[src/rtl/data_mem_mmio_pkg.sv]
// Shared constants for the data memory with memory-mapped peripherals.
// Holds the peripheral window layout, the default window base, the TSTAT
// flag bit index and a small helper that names the register at a word offset.
package data_mem_mmio_pkg;

    // Peripheral window placement and size (bytes).
    localparam logic [31:0] MMIO_BASE_DEFAULT = 32'h0000_1000;
    localparam int unsigned MMIO_WINDOW_BYTES = 16;

    // Byte offsets of the peripheral registers inside the window.
    localparam logic [3:0] OFF_LED    = 4'h0;
    localparam logic [3:0] OFF_TCOUNT = 4'h4;
    localparam logic [3:0] OFF_TCMP   = 4'h8;
    localparam logic [3:0] OFF_TSTAT  = 4'hC;

    // Bit of TSTAT that carries the sticky match flag.
    localparam int unsigned TSTAT_IRQ_BIT = 0;

    // Compare register reset value: far from the reset count.
    localparam logic [31:0] TCMP_RESET = 32'hFFFF_FFFF;

    typedef enum logic [1:0] {
        REG_LED,
        REG_TCOUNT,
        REG_TCMP,
        REG_TSTAT
    } mmio_reg_e;

    // Map a word offset (byte offset [3:2]) to the register it selects.
    function automatic mmio_reg_e mmio_reg_decode(input logic [1:0] word_off);
        mmio_reg_e reg_sel;
        reg_sel = REG_LED;
        if (word_off == OFF_LED[3:2]) begin
            reg_sel = REG_LED;
        end else if (word_off == OFF_TCOUNT[3:2]) begin
            reg_sel = REG_TCOUNT;
        end else if (word_off == OFF_TCMP[3:2]) begin
            reg_sel = REG_TCMP;
        end else if (word_off == OFF_TSTAT[3:2]) begin
            reg_sel = REG_TSTAT;
        end
        return reg_sel;
    endfunction

endpackage

[src/rtl/mmio_timer.sv]
// Free-running 32-bit timer with compare register and sticky match flag.
// Ports:
//   clk, reset    - clock, synchronous active-high reset
//   i_count_we    - load TCOUNT from i_wdata (replaces this cycle's increment)
//   i_cmp_we      - load TCMP from i_wdata
//   i_stat_we     - TSTAT write; i_wdata[TSTAT_IRQ_BIT]=1 clears the flag
//   i_wdata       - store data
//   o_count       - current TCOUNT
//   o_cmp         - current TCMP
//   o_flag        - sticky match flag
module mmio_timer
    import data_mem_mmio_pkg::*;
(
    input  logic        clk,
    input  logic        reset,
    input  logic        i_count_we,
    input  logic        i_cmp_we,
    input  logic        i_stat_we,
    input  logic [31:0] i_wdata,
    output logic [31:0] o_count,
    output logic [31:0] o_cmp,
    output logic        o_flag
);

    logic [31:0] r_count;
    logic [31:0] r_cmp;
    logic        r_flag;

    logic        w_match;
    logic        w_clear;
    logic        w_flag_next;

    // Match uses pre-edge values; a coincident clear loses to the set.
    assign w_match     = (r_count == r_cmp);
    assign w_clear     = i_stat_we & i_wdata[TSTAT_IRQ_BIT];
    assign w_flag_next = w_match | (r_flag & ~w_clear);

    // Timer state registers.
    always_ff @(posedge clk) begin
        if (reset) begin
            r_count <= '0;
            r_cmp   <= TCMP_RESET;
            r_flag  <= 1'b0;
        end else begin
            r_count <= i_count_we ? i_wdata : (r_count + 32'd1);
            if (i_cmp_we) begin
                r_cmp <= i_wdata;
            end
            r_flag  <= w_flag_next;
        end
    end

    assign o_count = r_count;
    assign o_cmp   = r_cmp;
    assign o_flag  = r_flag;

endmodule

[src/rtl/data_mem_mmio.sv]
// Word-addressed data RAM plus a 16-byte peripheral window (LED, timer)
// for a single-cycle core. Loads are combinational, stores commit on the edge.
// Ports:
//   clk, reset - clock, synchronous active-high reset (RAM is not reset)
//   address    - byte address from the core; bits [1:0] ignored
//   writeData  - store data
//   memWrite   - store strobe for the current cycle
//   readData   - load data, combinational from address
//   leds       - LED register
//   timerIrq   - sticky timer match flag
module data_mem_mmio
    import data_mem_mmio_pkg::*;
#(
    parameter int unsigned RAM_WORDS = 64,
    parameter logic [31:0] MMIO_BASE = MMIO_BASE_DEFAULT
) (
    input  logic        clk,
    input  logic        reset,
    input  logic [31:0] address,
    input  logic [31:0] writeData,
    input  logic        memWrite,
    output logic [31:0] readData,
    output logic [7:0]  leds,
    output logic        timerIrq
);

    localparam int unsigned IDX_W     = $clog2(RAM_WORDS);
    localparam logic [31:0] RAM_BYTES = 32'(RAM_WORDS * 4);
    localparam logic [31:0] MMIO_END  = MMIO_BASE + 32'(MMIO_WINDOW_BYTES);

    logic [31:0] r_ram [RAM_WORDS];
    logic [7:0]  r_leds;

    logic             w_in_ram;
    logic             w_in_mmio;
    logic [IDX_W-1:0] w_idx;
    logic [1:0]       w_word_off;
    mmio_reg_e        w_reg;
    logic             w_mmio_we;
    logic             w_led_we;
    logic [31:0]      w_tcount;
    logic [31:0]      w_tcmp;
    logic             w_flag;

    // Region decode; RAM takes priority should the regions ever overlap.
    assign w_in_ram   = (address < RAM_BYTES);
    assign w_in_mmio  = !w_in_ram && (address >= MMIO_BASE) && (address < MMIO_END);
    assign w_idx      = address[IDX_W+1:2];
    assign w_word_off = 2'((address - MMIO_BASE) >> 2);
    assign w_reg      = mmio_reg_decode(w_word_off);
    assign w_mmio_we  = memWrite && w_in_mmio;
    assign w_led_we   = w_mmio_we && (w_reg == REG_LED);

    // RAM array: no reset on contents; stores are held off while in reset.
    always_ff @(posedge clk) begin
        if (memWrite && w_in_ram && !reset) begin
            r_ram[w_idx] <= writeData;
        end
    end

    // LED register.
    always_ff @(posedge clk) begin
        if (reset) begin
            r_leds <= '0;
        end else if (w_led_we) begin
            r_leds <= writeData[7:0];
        end
    end

    mmio_timer u_timer (
        .clk        (clk),
        .reset      (reset),
        .i_count_we (w_mmio_we && (w_reg == REG_TCOUNT)),
        .i_cmp_we   (w_mmio_we && (w_reg == REG_TCMP)),
        .i_stat_we  (w_mmio_we && (w_reg == REG_TSTAT)),
        .i_wdata    (writeData),
        .o_count    (w_tcount),
        .o_cmp      (w_tcmp),
        .o_flag     (w_flag)
    );

    // Zero-latency load mux; unmapped addresses read as zero.
    always_comb begin
        readData = '0;
        if (w_in_ram) begin
            readData = r_ram[w_idx];
        end else if (w_in_mmio) begin
            case (w_reg)
                REG_LED:    readData = {24'h0, r_leds};
                REG_TCOUNT: readData = w_tcount;
                REG_TCMP:   readData = w_tcmp;
                REG_TSTAT:  readData = {31'h0, w_flag};
                default:    readData = '0;
            endcase
        end
    end

    assign leds     = r_leds;
    assign timerIrq = w_flag;

endmodule

[config.mk]
export PLATFORM = sky130hd
export DESIGN_NAME = data_mem_mmio
export DESIGN_NICKNAME = d
export VERILOG_FILES = /design/src/rtl/data_mem_mmio_pkg.sv /design/src/rtl/mmio_timer.sv /design/src/rtl/data_mem_mmio.sv
export SDC_FILE = /design/constraint.sdc
export NUM_CORES = 2
export LEC_CHECK = 0
export CAP_MARGIN = 20
export CORE_ASPECT_RATIO = 0.75
export CORE_MARGIN = 8
export CORE_UTILIZATION = 35
export CTS_CLUSTER_SIZE = 10
export DETAILED_ROUTE_END_ITERATION = 16
export PLACE_DENSITY_LB_ADDON = 0.25
export SYNTH_ARGS = -nofsm -noshare
export SYNTH_HDL_FRONTEND = slang
export SYNTH_SLANG_ARGS = --single-unit
[constraint.sdc]
create_clock -name clk -period 9.1 [get_ports clk]
set_input_delay 2.275 -clock clk [delete_from_list [all_inputs] [get_ports clk]]
set_output_delay 2.275 -clock clk [all_outputs]
set_load 0.005 [all_outputs]
Yosys cells after proc, flatten, opt, wreduce, memory -nomap -nowiden --
Memories as Yosys holds them, arrays and structs flattened. Cells that the tools add are included.
Word-level totals: output and inout bits 41, input bits 67, flip-flop bits (word level) 73, memories kept 1, RAM bits 2048, logic and storage cells 44
Cells by class: muxes and demuxes 10, bitwise logic cells 4, reductions and logical operators 13, add/subtract/negate cells 2, order comparisons 3, eq/ne operators 7
Memories:
- r_ram | words 64, bits a word 32, read ports 1, clocked after Yosys merged registers in 0, write ports 1, RTL line data_mem_mmio.sv:31 | logic [31:0] r_ram [RAM_WORDS];
Operator list (count):
- one-hot mux 32 bit (4 select lines) | 1
- two-way mux 32 bit | 3
- adder 32 x 1 -> 32 bit, second input constant | 1
- equality test 32 bit | 1
- >= comparator 32 x 13 -> 1 bit, second input constant | 1
- < comparator 32 x 13 -> 1 bit, second input constant | 1
- < comparator 32 x 9 -> 1 bit, second input constant | 1
- logical AND 1 bit | 9
- equality test 2 bit, second input constant | 4
- two-way mux 2 bit | 4
- equality test 2 x 1 -> 1 bit, second input constant | 2
- zero test 2 bit | 2
- subtractor 4 x 1 -> 4 bit, second input constant | 1
- bitwise AND 1 bit | 2
- zero test 1 bit | 2
- two-way mux 1 bit | 2
- NOT 1 bit | 1
- bitwise OR 1 bit | 1

Longest topological paths before layout --
word-level depth 12, mapped depth 12, depth with buffers taken out 6

Hierarchy --
A second synthesis with hierarchy kept.
Second synthesis, totals: cell total of the unflattened synthesis 4069, area, all modules 83187.3 sq um
Modules (own cells, without submodules):
- data_mem_mmio | cells an instance 3704, area each 79816.6 sq um, instances 1
- mmio_timer | cells an instance 365, area each 3370.7 sq um, instances 1

Worst setup path after synthesis --
Ideal clock, no wire load.
path type input port to output port, start input address[2], end output readData[16], buffers on the path 4, required time 6.825 ns, data arrival time 4.036 ns, slack 2.789 ns, stages 8, path through buf_6 > buf_12 > buf_6 > buf_6 > mux4_2 > a221oi_1 > o21ai_1 > a32o_1
Between the ends: longest elaborated chain between the ends 10
Ends and longest elaborated chain:
- from (decl) | RTL line data_mem_mmio.sv:19 | input logic [31:0] address,
- subtractor 4 x 1 -> 4 bit | RTL line data_mem_mmio.sv:49 | assign w_word_off = 2'((address - MMIO_BASE) >> 2);
- equality test 2 bit | RTL line data_mem_mmio_pkg.sv:39 | end else if (word_off == OFF_TSTAT[3:2]) begin
- two-way mux 2 bit | RTL line data_mem_mmio_pkg.sv:39
- two-way mux 2 bit | RTL line data_mem_mmio_pkg.sv:37 | end else if (word_off == OFF_TCMP[3:2]) begin
- two-way mux 2 bit | RTL line data_mem_mmio_pkg.sv:35 | end else if (word_off == OFF_TCOUNT[3:2]) begin
- two-way mux 2 bit | RTL line data_mem_mmio_pkg.sv:33 | if (word_off == OFF_LED[3:2]) begin
- equality test 2 bit (tied with other cells) | RTL line data_mem_mmio.sv:88 | case (w_reg)
- one-hot mux 32 bit (4 select lines) | RTL line data_mem_mmio.sv:88
- two-way mux 32 bit | RTL line data_mem_mmio.sv:87 | end else if (w_in_mmio) begin
- two-way mux 32 bit (*) | RTL line data_mem_mmio.sv:85 | if (w_in_ram) begin
- to (decl) | RTL line data_mem_mmio.sv:22 | output logic [31:0] readData,
Mark *: on every way between the ends. The rest lies on a longest branch, timed or not.

Final worst setup path --
start input address[14], end output readData[26]
Between the ends: longest elaborated chain between the ends 6
Ends and longest elaborated chain:
- < comparator 32 x 9 -> 1 bit | RTL line data_mem_mmio.sv:46 | assign w_in_ram = (address < RAM_BYTES);
- zero test 1 bit | RTL line data_mem_mmio.sv:47 | assign w_in_mmio = !w_in_ram && (address >= MMIO_BASE) && (address < MMIO_END);
- logical AND 1 bit (2 in series) | RTL line data_mem_mmio.sv:47
- two-way mux 32 bit | RTL line data_mem_mmio.sv:87
- two-way mux 32 bit (*) | RTL line data_mem_mmio.sv:85
Marks and branches as above.

==> summary.md <==
| Metric | Value |
|---|---|
| WL per Instance | `between 30 and 40 um` |
| Hold Buf Count CTS | `0` |
| Worst hold path depth | `2` |
| WHS | `approximately 0.50 ns` |
| Clock-pin slew on the worst setup and hold paths | `about 0.060 ns` |
| Final #Nets | `approximately 4,500` |
| Critical Path Source Type | `input pin` |
| H-tree depth reported by CTS | `4` |
| Initial antenna violation count | `10` |
| Most frequent cells in the layout | `edfxtp_1 (2,048), mux4_2 (461), clkbuf_16 (241), buf_4 (238), nand2_1 (160)` |
| Setup TNS | `0 ns` |
| Min-Delay Endpoint | `u_timer.o_cmp[1]$_SDFFE_PP1P_` |
| Gpl congestion | `0.868` |
| Critical path origin | `address[14]` |
| Congestion Overflow GR | `0` |
| Mapped Nets | `4,105` |
| End of the worst register-to-register path | `u_timer.o_count[31]$_SDFF_PP0_` |
| DP Wirelength | `164 mm` |
| Seq cells post-synth | `~2,100` |
| Hold_sp | `u_timer.o_cmp[1]$_SDFFE_PP1P_` |
| I/O pin count | `about 110` |
| Sequential share of power | `~54%` |
| Share of layout cells above drive strength 1 | `25.3%` |
| Crit-path most repeated cell | `clkdlybuf4s50_1` |
| Clk pwr share | `41.4%` |
| WP data required | `6.83 ns` |
| Synthesis-to-layout area growth | `15.0%` |
| Peak VDD IR | `about 0.17 mV` |
| Total Routing Usage GR | `between 20% and 30%` |
| Initial Utilization | `about a third` |
| Final period utilization | `between 90% and 100%` |
| Root Driver | `clkbuf_16` |
| DR vias | `44,300` |
| Clock Latency Late Sink | `around 0.85 ns` |
| CTS tree | `yes` |
| Final worst clock skew | `0.0130 ns` |
| Port bufs | `around 110` |
| First DRT Iteration DRCs | `between 6,000 and 7,000` |
| Clock buffer depth | `4` |
| Power per cell area | `about 210 nW/um^2` |
| Top FF cell, synth | `edfxtp_1` |
| DIE HEIGHT | `around 440 um` |
| Leakage | `29.8 nW` |
| Area of the mapped netlist | `82,900 um^2` |
| Seq/Total Area, Yosys | `approximately 76%` |
| Drt pass-1 iters | `5` |
| First-pass GRT wire length | `roughly 360 mm` |
| Via density | `~5.8` |
| Crit path arrival time | `roughly 6.1 ns` |
| Synth unique cells | `77` |
| Num CTS Buffers | `roughly 240` |
| Internal power | `between 15 and 20 mW` |
| Async SR Flop Fraction | `0%` |
| Max-slew violations | `0` |
| Critical-path cell list | `clkdlybuf4s50_1, nor3_1, nand4_1, or3_1, buf_4, a211oi_1, o211ai_1, o22ai_1, clkdlybuf4s50_1` |
| WL final | `265 mm` |
| Core area | `~240,000 um^2` |
| Clock sink count | `roughly 2,100` |
| Setup violations, final | `0` |
| Slowest stage delay, CP | `0.62 ns` |
| Die ar. | `253,000 um^2` |
| Setup Buffers After CTS | `0` |
| Largest net degree at the start of global routing | `75` |
| Fin crit period | `roughly 8.4 ns` |
| Worst-case reg-to-reg path depth | `6` |
| Vias in the first global route | `about 43,000` |
| HP Class | `reg -> reg` |
| CP endpoint kind | `primary output` |
| Critical path class | `in -> out` |
| DRC viols | `0` |
| Core Rows | `between 150 and 200` |
| Share of power burned in combinational logic | `under 10%` |
| Least-Margin Pin Slew | `roughly 1.2 ns` |
| Top fanout value on the critical path | `26` |
| YS warnings | `0` |
| Commonest non-fill, non-tap cell in the layout | `edfxtp_1` |
| Outcome | `complete, no violations` |
| Peak Freq | `roughly 0.12 GHz` |
| Reg2reg start | `u_timer.o_count[2]$_SDFF_PP0_` |
| R2r setup slk | `between 6 and 7 ns` |
| Die width | `578 um` |
| Sw Ratio | `between 20 and 25%` |
| Max Cap Viol | `0` |
| Psw | `approximately 4.3 mW` |
| RSZ-0062 raised after global routing | `false` |
| Post-synth EDFFs | `about 2,000` |
| Slew HR | `a little under a quarter` |
| Post-CTS Resized | `0` |
| Syn Inst Count | `about 4,000` |
| Slowest-stage cell, CP | `clkdlybuf4s50_1` |
| Final Hold Viols | `0` |
| Synthesized area per cell | `approximately 21 um^2` |
| Antenna-violating nets left | `0` |
## cells in the mapped netlist (16+ instances only)
library cell | n | area share (%)
buf_4 | 26 | 0.24
nand3_1 | 49 | 0.30
nor2_1 | 186 | 0.84
nand2_1 | 160 | 0.72
a21oi_1 | 49 | 0.30
nand3b_1 | 35 | 0.32
mux4_2 | 461 | 13
o22ai_1 | 58 | 0.44
mux2i_1 | 152 | 1.8
nor4_1 | 16 | 0.12
buf_2 | 84 | 0.51
mux2_2 | 16 | 0.22
clkbuf_1 | 67 | 0.30
buf_6 | 30 | 0.41
xor2_1 | 21 | 0.22
and3_1 | 19 | 0.14
dfxtp_1 | 73 | 1.8
a211oi_1 | 40 | 0.36
a22oi_1 | 117 | 1.1
xnor2_1 | 41 | 0.43
edfxtp_1 | 2048 | 74
nand4_1 | 30 | 0.23
nor3_1 | 27 | 0.16
o21ai_0 | 32 | 0.19
## critical path, delay by kind of cell
family | cells | cell delay [ns]
buffers and inverters | 3 | 1.42
and+or+nand+nor | 3 | 1.43
AOI/OAI and AO/OA | 3 | 0.97
## metrics by stage
stage               worst slack (ns)  util [%]  total power [mW]  instances  cell area (um^2)
floorplan                       2.79         -              11.4       4037             82900
global placement               0.820      37.9              11.9       7293             89000
detailed placement             0.785      37.9              11.9       7295             89000
CTS                            0.777      40.5              20.1       7568             95300
global route                   0.696      40.6              20.5       7572             95300
finish                         0.714      40.6              20.0       7575             95400
## flip-flops by register name, summed over array words and instances (netlist names)
| name | cells |
|---|---|
| leds | 8 |
| u_timer.o_count | 32 |
| u_timer.o_cmp | 32 |
| u_timer.o_flag | 1 |
| r_ram | 2048 |
## how the worst max path moves through the flow
stage	cells after the start	end
after floorplan	8	readData[16]
final	9	readData[26]
after detailed placement	9	readData[26]
after CTS	9	readData[26]
after global routing	9	readData[26]
after global placement	9	readData[26]
## final cells by class
type / count / area (um^2)
well taps: 3120 / 3900
inverters: 4 / 16.3
clock inverters: 6 / 101
flip-flops and latches: 2121 / 63000
multi-input cells: 1682 / 19000
diodes: 3 / 7.51
repair buffers: 372 / 3270
clock buffers: 267 / 6140
fillers: 20800 / 140000
## power groups by stage
stage	logic, mW	registers (mW)	clock network [mW]
after global routing	1.07	10.7	8.74
after global placement	1.01	10.9	0
after CTS	1.03	10.7	8.39
after floorplan	0.490	10.9	0
final	1.03	10.7	8.29
after detailed placement	1.02	10.9	0
## cell families (layout without fill, tap and decap cells)
kind of cell             Yosys count  in the layout  share of synthesized area, %
AO/OA/AOI/OAI                    398            398                          3.40
XOR/XNOR                          62             62                         0.655
adder cells (fa/ha/maj)            1              1                        0.0151
buffers and inverters            234            649                          1.80
flip-flops                      2121           2121                          76.0
multiplexers                     636            636                          14.7
other                              0              3                             0
AND/OR/NAND/NOR                  585            585                          3.44
## routing by layer
metal,global-route usage (%),share of wire (%),wire [um],up-vias
met5,0,0.0049,13,-
met4,4.53,2.4,6300,2
met3,4.37,9.8,25900,354
met2,29.8,43,115000,2357
met1,31.1,44,117000,24000
li1,-,-,-,17500
Power figures use the tool's default switching activity.
